--- src/rtl/vga_scan_driver.sv ---
// Raster-scan initiator: sweeps (p_row, p_col) over the frame, samples the
// renderer colour and drives registered RGB / HSYNC / VSYNC / video_on.
// Latency: outputs lag the pixel coordinates by one pixel; no backpressure.
module vga_scan_driver #(
  parameter int CLK_DIV  = 4,
  parameter int H_ACTIVE = 640,
  parameter int H_FP     = 16,
  parameter int H_SYNC   = 96,
  parameter int H_BP     = 48,
  parameter int V_ACTIVE = 480,
  parameter int V_FP     = 10,
  parameter int V_SYNC   = 2,
  parameter int V_BP     = 33
) (
  input  logic        clk,
  input  logic        reset,
  input  logic [11:0] color_data,
  output logic [9:0]  p_row,
  output logic [9:0]  p_col,
  output logic [11:0] rgb,
  output logic        hsync,
  output logic        vsync,
  output logic        video_on,
  output logic        frame_tick
);

  localparam int H_TOTAL = H_ACTIVE + H_FP + H_SYNC + H_BP;
  localparam int V_TOTAL = V_ACTIVE + V_FP + V_SYNC + V_BP;

  // A one-bit divider is kept even for CLK_DIV=1; it simply never leaves 0.
  localparam int DIV_W = (CLK_DIV > 1) ? $clog2(CLK_DIV) : 1;
  localparam logic [DIV_W-1:0] DIV_LAST = DIV_W'(CLK_DIV - 1);

  localparam logic [9:0] H_LAST      = 10'(H_TOTAL - 1);
  localparam logic [9:0] V_LAST      = 10'(V_TOTAL - 1);
  localparam logic [9:0] H_ACT_END   = 10'(H_ACTIVE);
  localparam logic [9:0] V_ACT_END   = 10'(V_ACTIVE);
  localparam logic [9:0] V_ACT_LAST  = 10'(V_ACTIVE - 1);
  localparam logic [9:0] H_SYNC_BEG  = 10'(H_ACTIVE + H_FP);
  localparam logic [9:0] H_SYNC_END  = 10'(H_ACTIVE + H_FP + H_SYNC);
  localparam logic [9:0] V_SYNC_BEG  = 10'(V_ACTIVE + V_FP);
  localparam logic [9:0] V_SYNC_END  = 10'(V_ACTIVE + V_FP + V_SYNC);

  logic [DIV_W-1:0] r_div_cnt;
  logic [9:0]       r_h_cnt;
  logic [9:0]       r_v_cnt;
  logic [11:0]      r_rgb;
  logic             r_hsync;
  logic             r_vsync;
  logic             r_video_on;
  logic             r_frame_tick;

  logic w_pix_tick;
  logic w_act;
  logic w_h_pulse;
  logic w_v_pulse;
  logic w_frame_end;

  assign w_pix_tick  = (r_div_cnt == DIV_LAST);
  assign w_act       = (r_h_cnt < H_ACT_END) && (r_v_cnt < V_ACT_END);
  assign w_h_pulse   = (r_h_cnt >= H_SYNC_BEG) && (r_h_cnt < H_SYNC_END);
  assign w_v_pulse   = (r_v_cnt >= V_SYNC_BEG) && (r_v_cnt < V_SYNC_END);
  // Last pixel of the last visible line: blanking starts on the next pixel.
  assign w_frame_end = (r_h_cnt == H_LAST) && (r_v_cnt == V_ACT_LAST);

  // Clock divider producing the pixel enable.
  always_ff @(posedge clk or posedge reset) begin
    if (reset) begin
      r_div_cnt <= '0;
    end else if (w_pix_tick) begin
      r_div_cnt <= '0;
    end else begin
      r_div_cnt <= r_div_cnt + DIV_W'(1);
    end
  end

  // Horizontal / vertical scan counters, advanced once per pixel.
  always_ff @(posedge clk or posedge reset) begin
    if (reset) begin
      r_h_cnt <= '0;
      r_v_cnt <= '0;
    end else if (w_pix_tick) begin
      if (r_h_cnt == H_LAST) begin
        r_h_cnt <= '0;
        if (r_v_cnt == V_LAST) begin
          r_v_cnt <= '0;
        end else begin
          r_v_cnt <= r_v_cnt + 10'd1;
        end
      end else begin
        r_h_cnt <= r_h_cnt + 10'd1;
      end
    end
  end

  // Output stage: colour and syncs registered together so they stay aligned.
  always_ff @(posedge clk or posedge reset) begin
    if (reset) begin
      r_rgb      <= 12'h000;
      r_hsync    <= 1'b1;
      r_vsync    <= 1'b1;
      r_video_on <= 1'b0;
    end else if (w_pix_tick) begin
      r_rgb      <= w_act ? color_data : 12'h000;
      r_hsync    <= ~w_h_pulse;
      r_vsync    <= ~w_v_pulse;
      r_video_on <= w_act;
    end
  end

  // One-clk frame pulse marking entry into vertical blanking.
  always_ff @(posedge clk or posedge reset) begin
    if (reset) begin
      r_frame_tick <= 1'b0;
    end else begin
      r_frame_tick <= w_pix_tick && w_frame_end;
    end
  end

  assign p_col      = r_h_cnt;
  assign p_row      = r_v_cnt;
  assign rgb        = r_rgb;
  assign hsync      = r_hsync;
  assign vsync      = r_vsync;
  assign video_on   = r_video_on;
  assign frame_tick = r_frame_tick;

endmodule
--- config.mk ---
export PLATFORM = sky130hd
export DESIGN_NAME = vga_scan_driver
export DESIGN_NICKNAME = d
export VERILOG_FILES = /design/src/rtl/vga_scan_driver.sv
export SDC_FILE = /design/constraint.sdc
export NUM_CORES = 1
export LEC_CHECK = 0
export BUFFER_PORTS_ARGS = -buffer_cell sky130_fd_sc_hd__clkbuf_2
export CAP_MARGIN = 20
export CORE_ASPECT_RATIO = 0.7
export CORE_MARGIN = 8
export CORE_UTILIZATION = 40
export CTS_CLUSTER_DIAMETER = 200
export DETAILED_ROUTE_END_ITERATION = 12
export HOLD_SLACK_MARGIN = 0.05
export PLACE_DENSITY = 0.72
export SLEW_MARGIN = 20
export SYNTH_ARGS = -nofsm -noshare
export SYNTH_HDL_FRONTEND = slang
export SYNTH_SLANG_ARGS = --single-unit
--- constraint.sdc ---
create_clock -name clk -period 2.4 [get_ports clk]
set_input_delay 0.12 -clock clk [delete_from_list [all_inputs] [get_ports clk]]
set_output_delay 0.12 -clock clk [all_outputs]
set_load 0.01 [all_outputs]
; ---- Word-level counts from Yosys, hierarchy flattened
; Cells that the tools add are included.
[classes]
addsub = 3
order_cmp = 6
n_eq_ne = 4
muxes = 4
bitwise = 2
reduce_logical = 6
[ops]
columns = cell, n
row1 = $add 10x1->10 const B, 2
row2 = $eq 10x10->1 const B, 2
row3 = $lt 10x10->1 const B, 2
row4 = $lt 10x9->1 const B, 2
row5 = $mux 10, 2
row6 = $mux 12, 1
row7 = $eq 10x9->1 const B, 1
row8 = $ge 10x10->1 const B, 1
row9 = $ge 10x9->1 const B, 1
row10 = $logic_and 1x1->1, 5
row11 = $add 2x1->2 const B, 1
row12 = $eq 2x2->1 const B, 1
row13 = $mux 2, 1
row14 = $not 1->1, 2
row15 = $reduce_and 2->1, 1
[totals]
reg_bits = 38
input_bits = 14
output_inout_bits = 36
wordCells = 33

; ---- Depth between registers and ports, before layout
; Gate-level depths: netlist of run 1.
[depth]
word_depth = 3
depth_mapped = 6
depth_no_buf = 6

; ---- Worst setup path before layout of run 1
; No wires, ideal clock.
[synth_timing]
kind = reg2reg
from = register r_v_cnt[0], in the netlist p_row[0]
to = register r_v_cnt[5], in the netlist p_row[5]
setup_time_ps = 125
t_arrival_ps = 1528
setup_slack_ps = 747
stages_incl_launch_ff = 7
path_cell_list = dfrtp_1 -> inv_1 -> ha_1 -> nor3b_1 -> nand3_1 -> and3_1 -> mux2_2
[synth_between]
elab_chain_len = 2
word_cells_on_any_way = 3
classes_between = add/sub (1) / eq/ne (1) / mux (1)
[synth_rtl]
columns = element, line_no
row1 = "start, declared", 46  ; logic [9:0] r_v_cnt;
row2 = "start signal, assigned", 88  ; r_v_cnt <= r_v_cnt + 10'd1;
row3 = $add 10x1->10 or $eq 10x10->1 (tied branches), "88, 85"
row4 = $mux 10 *, 85  ; if (r_v_cnt == V_LAST) begin
; Every way passes the cells marked *; elsewhere a longest branch is shown, timed or not.
; A chain may end at the register's enable or synchronous reset.

; ---- Worst setup path after layout of run 1
[layout_timing]
from = register r_div_cnt[0]
to = register r_v_cnt[8], in the netlist p_row[8]
[layout_between]
elab_chain_len = 2
[layout_rtl]
columns = element, line_no
row1 = "start, declared", 44  ; logic [DIV_W-1:0] r_div_cnt;
row2 = "start signal, assigned", 73  ; r_div_cnt <= r_div_cnt + DIV_W'(1);
row3 = $eq 2x2->1, 59  ; assign w_pix_tick = (r_div_cnt == DIV_LAST);
row4 = $reduce_and 2->1 (no source line), n/a
; Every way passes these cells.

==> summary.txt, run 1 <==
Yosys
  – Mapped Cells: 157
  – Main synth FF type: dfrtp_1
  – Synth async-reset ratio: 100%
  – Yosys cell types: 39
  – Syn. warnings: 0
  – Most common cell in the netlist: dfrtp_1
  – Post-synth top cells: dfrtp_1, a22o_1, nor2_1, nand3_1
  – Post-synthesis cell area: 1800 sq um
  – Avg Cell Area, Syn: 11.4 sq um
  – Synth area leaders: dfrtp_1, a22o_1, ha_1, dfstp_2, nor2_1
  – Post-synth EDFFs: 0
  – Post-synthesis sequential area ratio: 53.1%
  – Yosys top cell by area: dfrtp_1
  – Mapped Nets: 176
  – Post-synth top area share: 50.2%
  – Flops & latches, synth: 38

STA
  – Achievable Freq: 510 MHz
  – Rel. slew slack: 68.7%
  – RSZ-0062 raised after global routing: false
  – Worst Tran Pin Value: 0.469 ns
  – Setup Viol. Count Final: 0
  – Clock skew: 0.00577 ns
  – Tmin final: 1.96 ns
  – Crit share post-route: 81.6%
  – Final hold vios: 0
  – Max-slew violations: 0
  – Total negative slack: 0 ns

Finish
  – Fin nets: 234
  – Util after Layout: 51.6%
  – Area growth from synthesis to final layout: 24.3%
  – Inserted Diodes: 0
  – Layout cell share with drive strength beyond 1: 34.3%

Job
  – Max cap viols: 0

Critical path
  – Setup CP Type: reg -> reg
  – Critical path arrival: 2.14 ns
  – Worst setup EP type: flip-flop
  – Req. time, crit path: 2.58 ns
  – Crit path launch type: flip-flop
  – R2r startpoint: r_div_cnt[0]
  – Crit Path Max Fanout: 14
  – Slowest stage delay, CP: 0.42 ns
  – Worst reg2reg path depth: 5
  – Crit path from: r_div_cnt[0]
  – Register-to-Register Setup Slack: 0.44 ns
  – CP max-delay cell: ha_1
  – FF-to-FF End: p_row[8]
  – Chain of cells forming the critical path: ha_1 > and3_2 > nand4_4 > nor3_2 > mux2_2

Floorplanning
  – Die area: 6920 sq um
  – Core ar.: 4330 sq um
  – Starting Density: 41.5%
  – I/O pin cnt: 50
  – Chip Height: 72.1 microns
  – Die width: 96.1 microns
  – Rows: 20

Min path
  – Start point of the worst hold path: color_data[10]
  – Hold Path Stages: 2
  – Hold EP: rgb[10]
  – Min-Delay Path Class: in -> reg

Routing
  – WL per Instance: 15.4 microns
  – Detailed Routing Iterations Pass 1: 4
  – Overall routed net length: 4.16 mm
  – Final ANT Viol Nets: 0
  – DRT iter0 DRCs: 77
  – Via Count: 1448
  – Vias/cell: 5.34
  – Drt drc: 0

Power
  – Static Leak: 1.06 nW
  – Max IR drop VDD: 299 uV
  – Comb power frac: 4.9%
  – Clock power share: 39.0%
  – PD cells: 523 nW/um^2
  – Cell internal pwr: 0.000909 W
  – Sequential Power Share: 56.2%
  – Net Switching: 0.000259 W
  – Switching share of power: 22.1%

Placement
  – Gpl congestion: 0.801
  – DPL Wire Length: 2.96 mm
  – # port buffers: 49

GRT
  – First-pass GRT wire length: 7.02 mm
  – Vias in the first global route: 1390
  – Gr usage total: 12.8%
  – Antenna violations before repair: 0
  – GRT overflow: 0
  – Pin count of the biggest net entering global routing: 39

CTS
  – CTS Buffer Depth: 2
  – Worst-Skew Late Latency: 0.29 ns
  – CTS Buf Count: 5
  – Clock sinks: 38
  – Reg clk slew, reported paths: 0.08 ns
  – CTS root buffer: clkbuf_8
  – CTS resizes: 0
  – TritonCTS clock tree: done
  – H-tree Lvls: 2

Outcome
  – Status: finished, final reports clean
per-stage QoR:
step | hold slack (ns) | worst slack, ns | std cells | power [W] | instance area [sq um]
final | 0.0557 | 0.441 | 271 | 0.00117 | 2230
after global routing | 0.0507 | 0.316 | 271 | 0.00122 | 2230
after CTS | 0.0506 | 0.431 | 271 | 0.00119 | 2230
after detailed placement | 0.236 | 0.439 | 259 | 0.000721 | 2100
after global placement | 0.238 | 0.506 | 259 | 0.000720 | 2100
after floorplan | 0.248 | 0.747 | 157 | 0.000693 | 1800
cell families (layout without fill, tap and decap cells):
logic type	count (synthesis)	after routing	share of synthesized area, %
AO/OA/AOI/OAI	35	35	14.4
XOR/XNOR	8	8	4.32
adder cells (fa/ha/maj)	5	5	3.48
buffers and inverters	11	70	3.00
flip-flops	38	38	53.1
multiplexers	3	3	1.81
AND/OR/NAND/NOR	57	57	19.9
cell usage in the layout, fill, tap and decap left out, drive strengths merged, types with 2 or more instances in the layout:
cell type / netlist / final
mux2: 2 / 2
ha: 5 / 5
nor4b: 2 / 2
xor2: 3 / 3
a22o: 16 / 16
nand2: 7 / 7
a21o: 4 / 4
nor3b: 3 / 3
dfstp: 2 / 2
nand3: 8 / 8
inv: 7 / 7
buf: 2 / 2
and3: 5 / 5
nor3: 5 / 5
nand4: 9 / 9
xnor2: 5 / 5
dlygate4sd3: 0 / 4
nor2: 13 / 13
a31oi: 2 / 2
o21ai: 10 / 10
clkbuf: 2 / 55
dfrtp: 36 / 36
flip-flops by register name, summed over array words and instances, names as in the netlist:
register / cells
video_on: 1
p_row: 10
rgb: 12
frame_tick: 1
p_col: 10
vsync: 1
r_div_cnt: 2
hsync: 1
repair_timing:
item,in CTS,in global routing
hold buffers,4,0
setup endpoints to repair,0,0
hold endpoints to repair,39,0
buffers inserted,0,0
power by group through the flow:
stage	Clock, W	Sequential, W	Combinational, W
2_1_floorplan	0	0.000673	0.0000195
3_3_place_gp	0	0.000668	0.0000523
3_5_place_dp	0	0.000668	0.0000528
4_1_cts	0.000477	0.000655	0.0000585
5_1_grt	0.000502	0.000657	0.0000635
6_report	0.000455	0.000656	0.0000568
layout make-up:
| cell class | count | area (sq um) |
|---|---|---|
| sequential | 38 | 953 |
| tap | 55 | 68.8 |
| timing repair buffer | 55 | 300 |
| fill | 388 | 2100 |
| inverter | 7 | 26.3 |
| clock inverter | 2 | 12.5 |
| clock buffer | 6 | 82.6 |
| multi-input combinational | 108 | 788 |
per-layer routing:
| metal | vias to the layer above | part of all wire, % | GRT usage [%] |
|---|---|---|---|
| li1 | 696 | - | - |
| met1 | 695 | 48 | 17.6 |
| met2 | 52 | 41 | 18.4 |
| met3 | 5 | 9.9 | 3.51 |
| met4 | 0 | 1.6 | 5.60 |
| met5 | - | 0 | 0 |
worst max-delay path by stage:
stage	to	slack (ns)
finish	p_row[8]	0.44
global route	p_row[8]	0.32
CTS	p_row[8]	0.43
detailed placement	p_row[8]	0.44
global placement	p_row[8]	0.51
floorplan	p_row[5]	0.75
critical path, delay by kind of cell, from the launching register on:
kind	cells	cell delay [ns]
DFF	1	0.35
adders and majority gates	1	0.42
and+or+nand+nor	3	0.74
muxes	1	0.34
(Power assumes the default switching activity.)
==> run 2, diff against run 1 <==
Settings changed: PLACE_DENSITY 0.72 to 0.74.
Clock period 2.4 ns to 1.7 ns, I/O delays scaled along.
==> run 2 against run 1 <==
Clock power grew 44%. Die area did not move. Register-to-register slack worse by 0.43 ns. Cell count grew 11%. Utilization grew 6.5 points. Fmax rose by 16%. Final area rose by 13%. Via count increased by 7.6%. Sequential share of layout area shrank 4.8 points. Hold slack gained 0.39 ns. Critical path type unchanged. Highest routed layer unchanged.
==> summary.txt, run 2 (same netlist as run 1, synthesis figures left out) <==
STA
  – Rel. slew slack: 68.3%
  – Total negative slack: 0 ns
  – Tmin final: 1.69 ns
  – Clock skew: 0.00797 ns
  – Achievable Freq: 593 MHz
  – Final hold vios: 0
  – Crit share post-route: 99.1%
  – Max-slew violations: 0
  – Setup Viol. Count Final: 0
  – Worst Tran Pin Value: 0.476 ns

GRT
  – Vias in the first global route: 1545
  – First-pass GRT wire length: 7.70 mm
  – Gr usage total: 14.5%
  – Antenna violations before repair: 0
  – GRT overflow: 0
  – Pin count of the biggest net entering global routing: 39

Floorplanning
  – Chip Height: 72.1 microns
  – Core ar.: 4330 sq um
  – Starting Density: 41.5%
  – Die width: 96.1 microns
  – Die area: 6920 sq um
  – Rows: 20
  – I/O pin cnt: 50

Finish
  – Area growth from synthesis to final layout: 39.9%
  – Filler Cell Count: 381
  – Final Non-Filler Cells: 302
  – Util after Layout: 58.0%
  – Inserted Diodes: 0
  – Most frequent cells in the layout: clkbuf_2, dfrtp_1, buf_4
  – Layout cell share with drive strength beyond 1: 40.1%
  – Fin nets: 265
  – Commonest non-fill, non-tap cell in the layout: clkbuf_2
  – Max reg flops: 12
  – Final Cell Area: 2510 sq um

Placement
  – DPL Wire Length: 3.31 mm
  – Gpl congestion: 0.869
  – Dpl cells: 280
  – # port buffers: 49
  – Area post-placement: 2250 sq um

CTS
  – CTS root buffer: clkbuf_8
  – TritonCTS clock tree: done
  – CTS Buf Count: 5
  – H-tree Lvls: 2
  – Worst-Skew Late Latency: 0.30 ns
  – Clock sinks: 38
  – Reg clk slew, reported paths: 0.08 ns
  – CTS Buffer Depth: 2

Power
  – Max IR drop VDD: 330 uV
  – Static Leak: 1.22 nW
  – PD cells: 667 nW/um^2

Critical path
  – Critical path arrival: 1.87 ns
  – Crit path launch type: flip-flop
  – Register-to-Register Setup Slack: 0.01 ns
  – Crit Path Max Fanout: 5
  – Worst setup EP type: flip-flop
  – FF-to-FF End: p_row[5]
  – Setup CP Type: reg -> reg
  – Req. time, crit path: 1.89 ns
  – R2r startpoint: p_row[0]
  – Worst reg2reg path depth: 6

Routing
  – Final ANT Viol Nets: 0
  – Drt drc: 0
  – Overall routed net length: 4.72 mm
  – DRT iter0 DRCs: 76
  – WL per Instance: 15.6 microns
  – Vias/cell: 5.16
  – Via Count: 1558
  – Detailed Routing Iterations Pass 1: 6

Min path
  – Hold Path Stages: 1
  – Start point of the worst hold path: r_div_cnt[0]
  – Hold EP: r_div_cnt[0]
  – Min-Delay Path Class: reg -> reg

Job
  – Max cap viols: 0

Outcome
  – Status: finished, final reports clean
-- run 2: cell count changes in the layout (fill, tap and decap cells not counted), sizes merged --
| cell | before | now |
|---|---|---|
| buf | 2 | 24 |
| dlygate4sd3 | 4 | 13 |
-- run 2: what timing repair did --
action	in CTS	in global routing
hold endpoints to repair	48	0
gates cloned	0	0
setup buffers	0	1
endpoints found under the setup margin	4	4
hold buffers	13	0
gates resized for setup	1	4
-- run 2: layer usage --
| layer | vias up | share of wire, % | track usage (%) |
|---|---|---|---|
| li1 | 762 | - | - |
| met1 | 731 | 49 | 19.5 |
| met2 | 57 | 41 | 20.7 |
| met3 | 8 | 8.8 | 4.74 |
| met4 | 0 | 1.5 | 5.60 |
| met5 | - | 0 | 0 |
-- run 2: stage by stage --
| stage | total power, W | hold WS, ns | setup slack (ns) |
|---|---|---|---|
| final | 0.00168 | 0.441 | 0.0146 |
| after global routing | 0.00177 | 0.458 | -0.0367 |
| after detailed placement | 0.00102 | 0.216 | -0.0435 |
| after global placement | 0.00102 | 0.204 | 0.0487 |
| after floorplan | 0.000978 | 0.213 | 0.0474 |
| after CTS | 0.00171 | 0.440 | 0.0193 |
-- run 2: power breakdown --
part / internal, W / switching [W]
Clock: 0.000326 / 0.000327
Combinational: 0.0000532 / 0.0000449
Sequential: 0.000918 / 0.00000744
-- run 2: final cells by class --
| cell class | instances | area, sq um | area share, % |
|---|---|---|---|
| well taps | 55 | 68.8 | 2.74 |
| clock buffers | 6 | 82.6 | 3.29 |
| multi-input cells | 108 | 813 | 32.4 |
| inverters | 7 | 26.3 | 1.05 |
| clock inverters | 2 | 12.5 | 0.498 |
| flip-flops and latches | 38 | 953 | 37.9 |
| repair buffers | 86 | 556 | 22.1 |
-- run 2: how the worst max path moves through the flow --
| stage | from | to | slack, ns | cells after the start |
|---|---|---|---|---|
| 4_1_cts | p_row[0] | p_row[5] | 0.02 | 6 |
| 3_3_place_gp | p_row[0] | p_row[5] | 0.05 | 6 |
| 3_5_place_dp | p_row[0] | p_row[5] | -0.04 | 6 |
| 2_1_floorplan | p_row[0] | p_row[5] | 0.05 | 6 |
| 6_report | p_row[0] | p_row[5] | 0.01 | 6 |
| 5_1_grt | p_row[0] | p_row[5] | -0.04 | 6 |
-- run 2: critical path: stages, from the launching register on --
cell and delay (ns):
dfrtp_1 0.41, inv_1 0.11, ha_1 0.19, nor3b_4 0.26, and3_4 0.26, o21ai_0 0.08
mux2_2 0.27
